==> config.mk <==
export PLATFORM = sky130hd
export DESIGN_NAME = float_mul_unit
export DESIGN_NICKNAME = d
export VERILOG_FILES = /design/src/rtl/fmul_pkg.sv /design/src/rtl/fmul_classify.sv /design/src/rtl/float_mul_unit.sv
export SDC_FILE = /design/constraint.sdc
export NUM_CORES = 1
export LEC_CHECK = 0
export BUFFER_PORTS_ARGS = -buffer_cell sky130_fd_sc_hd__buf_2
export CORE_AREA = 2 2 151 153
export DETAILED_ROUTE_END_ITERATION = 8
export DIE_AREA = 0 0 153 155
export PLACE_DENSITY = 0.79
export SYNTH_ARGS = -nofsm -noshare
export SYNTH_HDL_FRONTEND = slang
export SYNTH_HIERARCHICAL = 1
export SYNTH_SLANG_ARGS = --single-unit
export TNS_END_PERCENT = 100
==> constraint.sdc <==
create_clock -name sys_clk -period 11.1 [get_ports sys_clk]
set_input_delay 0.555 -clock sys_clk [delete_from_list [all_inputs] [get_ports sys_clk]]
set_output_delay 0.555 -clock sys_clk [all_outputs]
set_load 0.005 [all_outputs]
==> src/rtl/fmul_pkg.sv <==
// Shared types and constants for the single-precision multiplier.
package fmul_pkg;

  typedef enum logic [2:0] {
    IDLE,
    CLASSIFY,
    MUL,
    NORM,
    DONE
  } state_t;

  localparam int          BIAS     = 127;
  localparam logic [31:0] QNAN     = 32'h7FC0_0000;
  localparam int          EXP_MAX  = 255;
  localparam int          MUL_ITER = 24;

  typedef struct packed {
    logic zero;
    logic denorm;
    logic inf;
    logic nan;
  } fclass_t;

endpackage

==> src/rtl/fmul_classify.sv <==
// Combinational operand classifier: zero / denormal / Inf / NaN flags.
module fmul_classify
  import fmul_pkg::*;
(
  input  logic [31:0] op,
  output fclass_t     cls
);

  logic [7:0]  e;
  logic [22:0] f;

  assign e = op[30:23];
  assign f = op[22:0];

  always_comb begin
    cls        = '0;
    cls.zero   = (e == 8'h00) && (f == 23'h0);
    cls.denorm = (e == 8'h00) && (f != 23'h0);
    cls.inf    = (e == 8'hFF) && (f == 23'h0);
    cls.nan    = (e == 8'hFF) && (f != 23'h0);
  end

endmodule

==> src/rtl/float_mul_unit.sv <==
// Multi-cycle IEEE754 single multiplier (24-cycle shift-add, flush-to-zero).
// Define FMUL_RNE_EN for round-to-nearest-even; default build truncates.
module float_mul_unit
  import fmul_pkg::*;
(
  input  logic        sys_clk,
  input  logic        sys_rst_n,
  input  logic [31:0] data1_in,
  input  logic [31:0] data2_in,
  input  logic        trig,
  output logic [31:0] result_out,
  output logic        result_vld,
  output logic        busy
);

  localparam logic signed [9:0] EXP_MAX_S = 10'(EXP_MAX);
  localparam logic signed [9:0] BIAS_S    = 10'(BIAS);

  state_t             state;
  logic [31:0]        op_a, op_b;
  logic               sign;
  logic signed [9:0]  exp_r;
  logic [23:0]        man_a, man_b;
  logic [47:0]        prod;
  logic [4:0]         cnt;

  fclass_t cls_a, cls_b;

  fmul_classify u_cls_a (.op(op_a), .cls(cls_a));
  fmul_classify u_cls_b (.op(op_b), .cls(cls_b));

  logic              sign_c;
  logic signed [9:0] exp_c;
  logic              spec_hit;
  logic [31:0]       spec_val;
  logic              za, zb;

  assign sign_c = op_a[31] ^ op_b[31];
  assign exp_c  = $signed({2'b00, op_a[30:23]}) + $signed({2'b00, op_b[30:23]}) - BIAS_S;
  // Denormals behave exactly like zeros, including for Inf x zero.
  assign za     = cls_a.zero | cls_a.denorm;
  assign zb     = cls_b.zero | cls_b.denorm;

  always_comb begin
    spec_hit = 1'b1;
    spec_val = QNAN;
    if (cls_a.nan || cls_b.nan)                       spec_val = QNAN;
    else if ((cls_a.inf && zb) || (cls_b.inf && za))  spec_val = QNAN;
    else if (cls_a.inf || cls_b.inf)                  spec_val = {sign_c, 8'hFF, 23'h0};
    else if (za || zb)                                spec_val = {sign_c, 31'h0};
    else begin
      spec_hit = 1'b0;
      spec_val = '0;
    end
  end

  logic [22:0]       mant, mant_f;
  logic signed [9:0] exp_n, exp_f;
  logic [24:0]       sig_r;
  logic              inc;
  logic [31:0]       norm_val;
`ifdef FMUL_RNE_EN
  logic              g, r, s;
`endif

  always_comb begin
    if (prod[47]) begin
      mant  = prod[46:24];
      exp_n = exp_r + 10'sd1;
    end else begin
      mant  = prod[45:23];
      exp_n = exp_r;
    end
`ifdef FMUL_RNE_EN
    if (prod[47]) begin
      g = prod[23];
      r = prod[22];
      s = |prod[21:0];
    end else begin
      g = prod[22];
      r = prod[21];
      s = |prod[20:0];
    end
    inc = g & (r | s | mant[0]);
`else
    inc = 1'b0;
`endif
    sig_r = {2'b01, mant} + {24'd0, inc};
    // Round carry turns 1.111..1 into 10.000..0: renormalise by one.
    if (sig_r[24]) begin
      mant_f = sig_r[23:1];
      exp_f  = exp_n + 10'sd1;
    end else begin
      mant_f = sig_r[22:0];
      exp_f  = exp_n;
    end
    if (exp_f >= EXP_MAX_S)   norm_val = {sign, 8'hFF, 23'h0};
    else if (exp_f <= 10'sd0) norm_val = {sign, 31'h0};
    else                      norm_val = {sign, exp_f[7:0], mant_f};
  end

  always_ff @(posedge sys_clk) begin
    if (!sys_rst_n) begin
      state      <= IDLE;
      op_a       <= '0;
      op_b       <= '0;
      sign       <= 1'b0;
      exp_r      <= '0;
      man_a      <= '0;
      man_b      <= '0;
      prod       <= '0;
      cnt        <= '0;
      result_out <= '0;
      result_vld <= 1'b0;
      busy       <= 1'b0;
    end else begin
      result_vld <= 1'b0;
      case (state)
        IDLE: if (trig) begin
          op_a  <= data1_in;
          op_b  <= data2_in;
          busy  <= 1'b1;
          state <= CLASSIFY;
        end
        CLASSIFY: begin
          sign  <= sign_c;
          exp_r <= exp_c;
          man_a <= {1'b1, op_a[22:0]};
          man_b <= {1'b1, op_b[22:0]};
          prod  <= '0;
          cnt   <= '0;
          if (spec_hit) begin
            result_out <= spec_val;
            result_vld <= 1'b1;
            state      <= DONE;
          end else begin
            state <= MUL;
          end
        end
        MUL: begin
          prod <= prod + (man_b[cnt] ? (48'(man_a) << cnt) : 48'd0);
          if (cnt == 5'(MUL_ITER - 1)) state <= NORM;
          else                         cnt   <= cnt + 5'd1;
        end
        NORM: begin
          result_out <= norm_val;
          result_vld <= 1'b1;
          state      <= DONE;
        end
        DONE: begin
          busy  <= 1'b0;
          state <= IDLE;
        end
        default: begin
          busy  <= 1'b0;
          state <= IDLE;
        end
      endcase
    end
  end

endmodule

Word-level counts from Yosys, hierarchy flattened
Index checks and enable logic that the tools add are counted.
{"block": "totals", "register_bits": 213, "inputBits": 67, "out_inout_bits": 34, "wordCells": 92}
{"block": "op_classes", "addsub": 5, "n_lt_le_gt_ge": 3, "eq_ne": 10, "shift": 1, "n_mux": 28, "n_bitwise": 4, "n_reduce_logical": 29}
{"op": "32-bit two-way mux", "n": 5}
{"op": "48-bit one-hot mux with 2 select lines", "n": 1}
{"op": "32-bit one-hot mux with 2 select lines", "n": 1}
{"op": "31-bit two-way mux", "n": 2}
{"op": "48-bit adder", "n": 1}
{"op": "48-bit two-way mux", "n": 1}
{"op": "24-bit by 5-bit left shift with 48-bit output", "n": 1}
{"op": "23-bit logical NOT", "n": 2}
{"op": "23-bit nonzero test", "n": 2}
{"op": "23-bit two-way mux", "n": 1}
{"op": "8-bit == test, second input constant", "n": 2}
{"op": "8-bit logical NOT", "n": 2}
{"op": "3-bit one-hot mux with 4 select lines", "n": 1}
{"op": "10-bit by 2-bit adder with 10-bit output, second input constant", "n": 1}
{"op": "10-bit by 9-bit >= comparator with 1-bit output, second input constant", "n": 1}
{"op": "10-bit by 1-bit less-or-equal comparator with 1-bit output, second input constant", "n": 1}
{"op": "1-bit logical AND", "n": 10}
{"op": "10-bit two-way mux", "n": 1}
{"op": "5-bit one-hot mux with 2 select lines", "n": 1}
{"op": "2-bit AND reduction", "n": 5}
{"op": "9-bit by 7-bit subtractor with 10-bit output, second input constant", "n": 1}
{"op": "8-bit by 8-bit adder with 9-bit output", "n": 1}
{"op": "3-bit two-way mux", "n": 3}
{"op": "2-bit inequality test, second input constant", "n": 4}
{"op": "16 further kinds", "n": 29}

Logic depth before layout (Yosys ltp)
{"block": "depth", "ltp_word": 10, "ltp_mapped": 23, "depth_no_buf": 20}

By module
The synthesis kept the hierarchy.
{"module": "float_mul_unit", "instances": 1, "cells_per_inst": 1622, "area_per_inst_um2": 12564.6, "seq_area_each_um2": 4244.1}
{"module": "fmul_classify", "instances": 2, "cells_per_inst": 20, "area_per_inst_um2": 135.1, "seq_area_each_um2": 0.0}

Worst setup path after synthesis
Ideal clock, no wire load.
{"block": "synth_path", "path_type": "register -> register", "start": "reg cnt[0]", "end": "reg prod[41]", "arrival_time_ns": 4.300, "t_required_ns": 10.974, "path_slack_ns": 6.674, "path_stages_with_launch": 21, "n_path_buf": 4, "cell_sequence": "dfxtp_1 buf_2 mux4_2 mux4_2 nand2_2 and2_1 buf_2 buf_2 nor2_1 ha_1 buf_2 a21oi_2 o21ai_1 o2bb2ai_1 o211ai_2 o31a_4 a31o_4 a221oi_4 o21bai_1 xnor2_1 o21ai_1"}
{"block": "synth_between", "elab_chain_cells": 5, "elab_cells_between_ends": 6}
{"element": "from (decl)", "line_no": "float_mul_unit.sv:25", "rtl": "logic [4:0] cnt;"}
{"element": "from (signal assigned)", "line_no": "float_mul_unit.sv:143", "rtl": "else cnt <= cnt + 5'd1;"}
{"element": "1-bit binary-select mux with 5-bit select", "line_no": "float_mul_unit.sv:141", "rtl": "prod <= prod + (man_b[cnt] ? (48'(man_a) << cnt) : 48'd0);"}
{"element": "1-bit two-way mux (implied by the code)", "line_no": "float_mul_unit.sv:141"}
{"element": "48-bit two-way mux *", "line_no": "float_mul_unit.sv:141"}
{"element": "48-bit adder *", "line_no": "float_mul_unit.sv:141"}
{"element": "48-bit one-hot mux with 2 select lines *", "line_no": "float_mul_unit.sv:118", "rtl": "case (state)"}
{"element": "to (signal assigned)", "line_no": "float_mul_unit.sv:141"}
{"element": "to (decl)", "line_no": "float_mul_unit.sv:24", "rtl": "logic [47:0] prod;"}
Every way passes the cells marked *; elsewhere a longest branch is shown, timed or not. The select of a mux whose other input is x is not followed.
A chain may end at the register's enable or synchronous reset.

Worst setup path after layout
Same ends and word-level chain as after synthesis.

==> impl_metrics.toml <==
[worst_setup_path]
r2r_slack_ns = 5.70
r2r_cells = 17
rr_startpoint = "cnt[0]$_SDFFE_PN0P_"
r2r-end = "prod[41]$_SDFFE_PN0P_"
worst-path-max-fanout = 37
end_kind = "flop"
crit_type = "flop to flop"
crit_path_start_kind = "flop"
crit_chain = "buf_4, mux4_2, mux4_2, nand2_2, and2_1, nor2_1, ha_1, a21oi_2, o21ai_1, o2bb2ai_1, o211ai_2, o31a_4, a31o_4, a221oi_4, o21bai_1, xnor2_1, o21ai_1"
slowest_stage = "and2_1"
cp.required_ns = 11.48
max_stage_delay_ns = 0.73
cp.arrival_ns = 5.78

[finish]
fin_area_mm2 = 0.0141
layout-drive-gt1-share_pct = 12.8
area_delta_synth_final_pct = 9.50
seq_area_mm2 = 0.00424
multi_input_area_mm2 = 0.00799
fin_util_pct = 63.2
fin_nets = 1819
diodes = 0
num-fill-cells = 1977

[floorplanning]
start_util_pct = 57.7
die-width_um = 153
fp.dieH_um = 155
dieArea_mm2 = 0.0237
boundaryPins = 101
std_cell_rows = 55
core_mm2 = 0.0222

[synth]
yosys.area.top_type = "dfxtp_1"
synthArstFlopShare_pct = 0
synth-seq-area-share_pct = 33.1
syn_inst = 1662
ys.flop_type = "dfxtp_1"
ys_seq_elements = 212
yosysWarnings = 6
synth_top_area_share_pct = 33.1
synth_edf_count = 0
synthesis.area_mm2 = 0.0128
syn-num-nets = 1795
synth_area_leaders = "dfxtp_1 (33%), nand2_1 (10%), a21oi_1 (8.4%)"
yosysUniqueCellTypes = 80
syn_avg_cell_area_um2 = 7.72

[sta]
setup_viol = 0
rsz0062_at_grt = "false"
worstMarginPinSlew_ns = 1.15
hold_ws_ns = 0.271
timing.setup.tns_ns = 0
hold_violations = 0
period_share_pct = 48.6
max_freq_ghz = 0.185
slew_headroom_pct = 23.3
final_max_slew_viol_count = 0
fin_worst_skew_ns = 0.0134
min_period_ns = 5.40

[detailed_routing]
drt.antenna.violating_nets = 0
drt_wl_total_um = 31000
dr.pass1.iters = 5
drtIter0Drc = 622
drc = 0
vias = 11500
avgViaCountPerCell = 5.79
wl_per_cell_um = 15.6

[clock_tree]
clock-sinks = 212
clk_pin_slew_ns = 0.06
postCtsSetupBuffers = 0
clk_latency_ns = 0.52
h-tree-depth = 1
cts-root-buf = "clkbuf_16"
ctsResizeCount = 0
tritoncts = "done"
numCtsBuffers = 23
cts_buffer_depth = 3
ctsHoldBuffers = 0

[global_route]
antenna_found_initial = 0
globalRoute.totalOverflow = 0
grtUsageTotal_pct = 25.4
grt_pass1_wl_um = 51100
grt_pass1_vias = 10500
grt_max_degree = 86

[flow_run]
cap_violations = 0

[place]
gp_congestion = 0.934
port_buffers = 100
dpl.hpwl_um = 22600
placed_cell_area_mm2 = 0.0133

[min_path]
hold_depth = 3
holdCritPathClass = "input pin to flop"
min_from = "data2_in[6]"
hold_end = "op_b[6]$_SDFFE_PN0P_"

[pwr]
p_per_area_mw_per_mm2 = 134
ir_worst_vdd_mv = 0.115
p_leak_uw = 0.00553

[run_status]
status = "completed"
[where the power goes]
part | total (uW) | internal (uW) | switching (uW)
combinational | 292 | 101 | 191
sequential | 842 | 802 | 40.0
clock | 745 | 438 | 307
total | 1880 | 1340 | 538
[synthesized netlist by cell type, types with 13 or more instances]
| library cell | number |
|---|---|
| a211oi_1 | 13 |
| a21o_1 | 26 |
| a21oi_1 | 216 |
| a22oi_1 | 36 |
| and2_1 | 13 |
| buf_2 | 21 |
| clkbuf_1 | 77 |
| dfxtp_1 | 212 |
| ha_1 | 64 |
| inv_1 | 36 |
| mux2_2 | 17 |
| mux2i_1 | 49 |
| mux4_2 | 16 |
| nand2_1 | 345 |
| nand3_1 | 20 |
| nand4_1 | 25 |
| nor2_1 | 140 |
| nor3_1 | 28 |
| o21ai_0 | 79 |
| xnor2_1 | 35 |
| xor2_1 | 25 |
[critical path: cells and delay by family, from the launching register on]
kind | cells | cell delay [ns]
compound gates | 9 | 1.86
mux | 2 | 1.11
simple gates | 3 | 1.03
fa+ha+maj | 1 | 0.41
buf+inv | 1 | 0.39
flops | 1 | 0.31
xor+xnor | 1 | 0.14
[how the worst max path moves through the flow]
stage	cells past startpoint	slack, ns	end	startpoint
2_1_floorplan	20	6.67	prod[41]$_SDFFE_PN0P_	cnt[0]$_SDFFE_PN0P_
3_3_place_gp	17	5.93	prod[41]$_SDFFE_PN0P_	cnt[0]$_SDFFE_PN0P_
3_5_place_dp	17	5.75	prod[41]$_SDFFE_PN0P_	cnt[0]$_SDFFE_PN0P_
4_1_cts	17	5.73	prod[41]$_SDFFE_PN0P_	cnt[0]$_SDFFE_PN0P_
5_1_grt	17	5.32	prod[41]$_SDFFE_PN0P_	cnt[0]$_SDFFE_PN0P_
6_report	17	5.70	prod[41]$_SDFFE_PN0P_	cnt[0]$_SDFFE_PN0P_
[logic make-up (layout without fill, tap and decap cells)]
| kind of cell | count (synthesis) | after routing | synth area share [%] |
|---|---|---|---|
| flops | 212 | 212 | 33.1 |
| buf+inv | 151 | 190 | 4.83 |
| compound gates | 453 | 453 | 21.6 |
| simple gates | 638 | 638 | 21.7 |
| mux | 82 | 82 | 8.12 |
| fa+ha+maj | 66 | 66 | 6.55 |
| xor+xnor | 60 | 60 | 4.09 |
[flip-flops by register name, indices dropped and copies added (netlist names)]
register	count
prod	48
op_a	32
op_b	32
result_out	32
man_a	24
man_b	23
exp_r	10
cnt	5
state	3
busy	1
result_vld	1
sign	1
[stage by stage]
step	total power [uW]	setup slack, ns	std cells
after floorplan	1070	6.67	1662
after CTS	1890	5.73	1986
after global routing	1960	5.32	1986
after global placement	1140	5.93	1946
after detailed placement	1150	5.75	1946
final	1880	5.70	1986
[routing by layer]
layer  up-vias  part of all wire [%]  GRT usage [%]  wire length, um
met3        57                   5.1           3.20             1580
met1      5254                    47           35.1            14500
met5         -                     0              0                0
li1       5879                     -              -                -
met2       303                    45           41.3            14100
met4         0                   2.7           8.42              849
[cell usage in the layout (no fill, tap or decap), drive strengths merged, types with 3 or more instances in the layout]
master	n
xnor2	35
nand2	347
nand3	20
a21oi	223
nand2b	8
o21bai	7
or3	3
and2	13
a211oi	14
xor2	25
nor2b	11
or2	6
o22a	4
dfxtp	212
a21o	26
o211ai	3
a31oi	8
and4	6
clkinv	4
and3	6
mux4	16
ha	64
buf	112
a22oi	36
nor3	28
o21a	6
o31ai	3
mux2	17
o21ai	92
nor4	17
mux2i	49
inv	38
nor2	140
nand4	25
clkbuf	34
[layout make-up]
cell class	instances	share of cell area [%]
tap	285	2.54
sequential	212	30.2
timing repair buffer	112	4.20
clock inverter	6	0.463
clock buffer	34	4.75
inverter	38	1.03
multi-input combinational	1299	56.8
(Power assumes the default switching activity.)
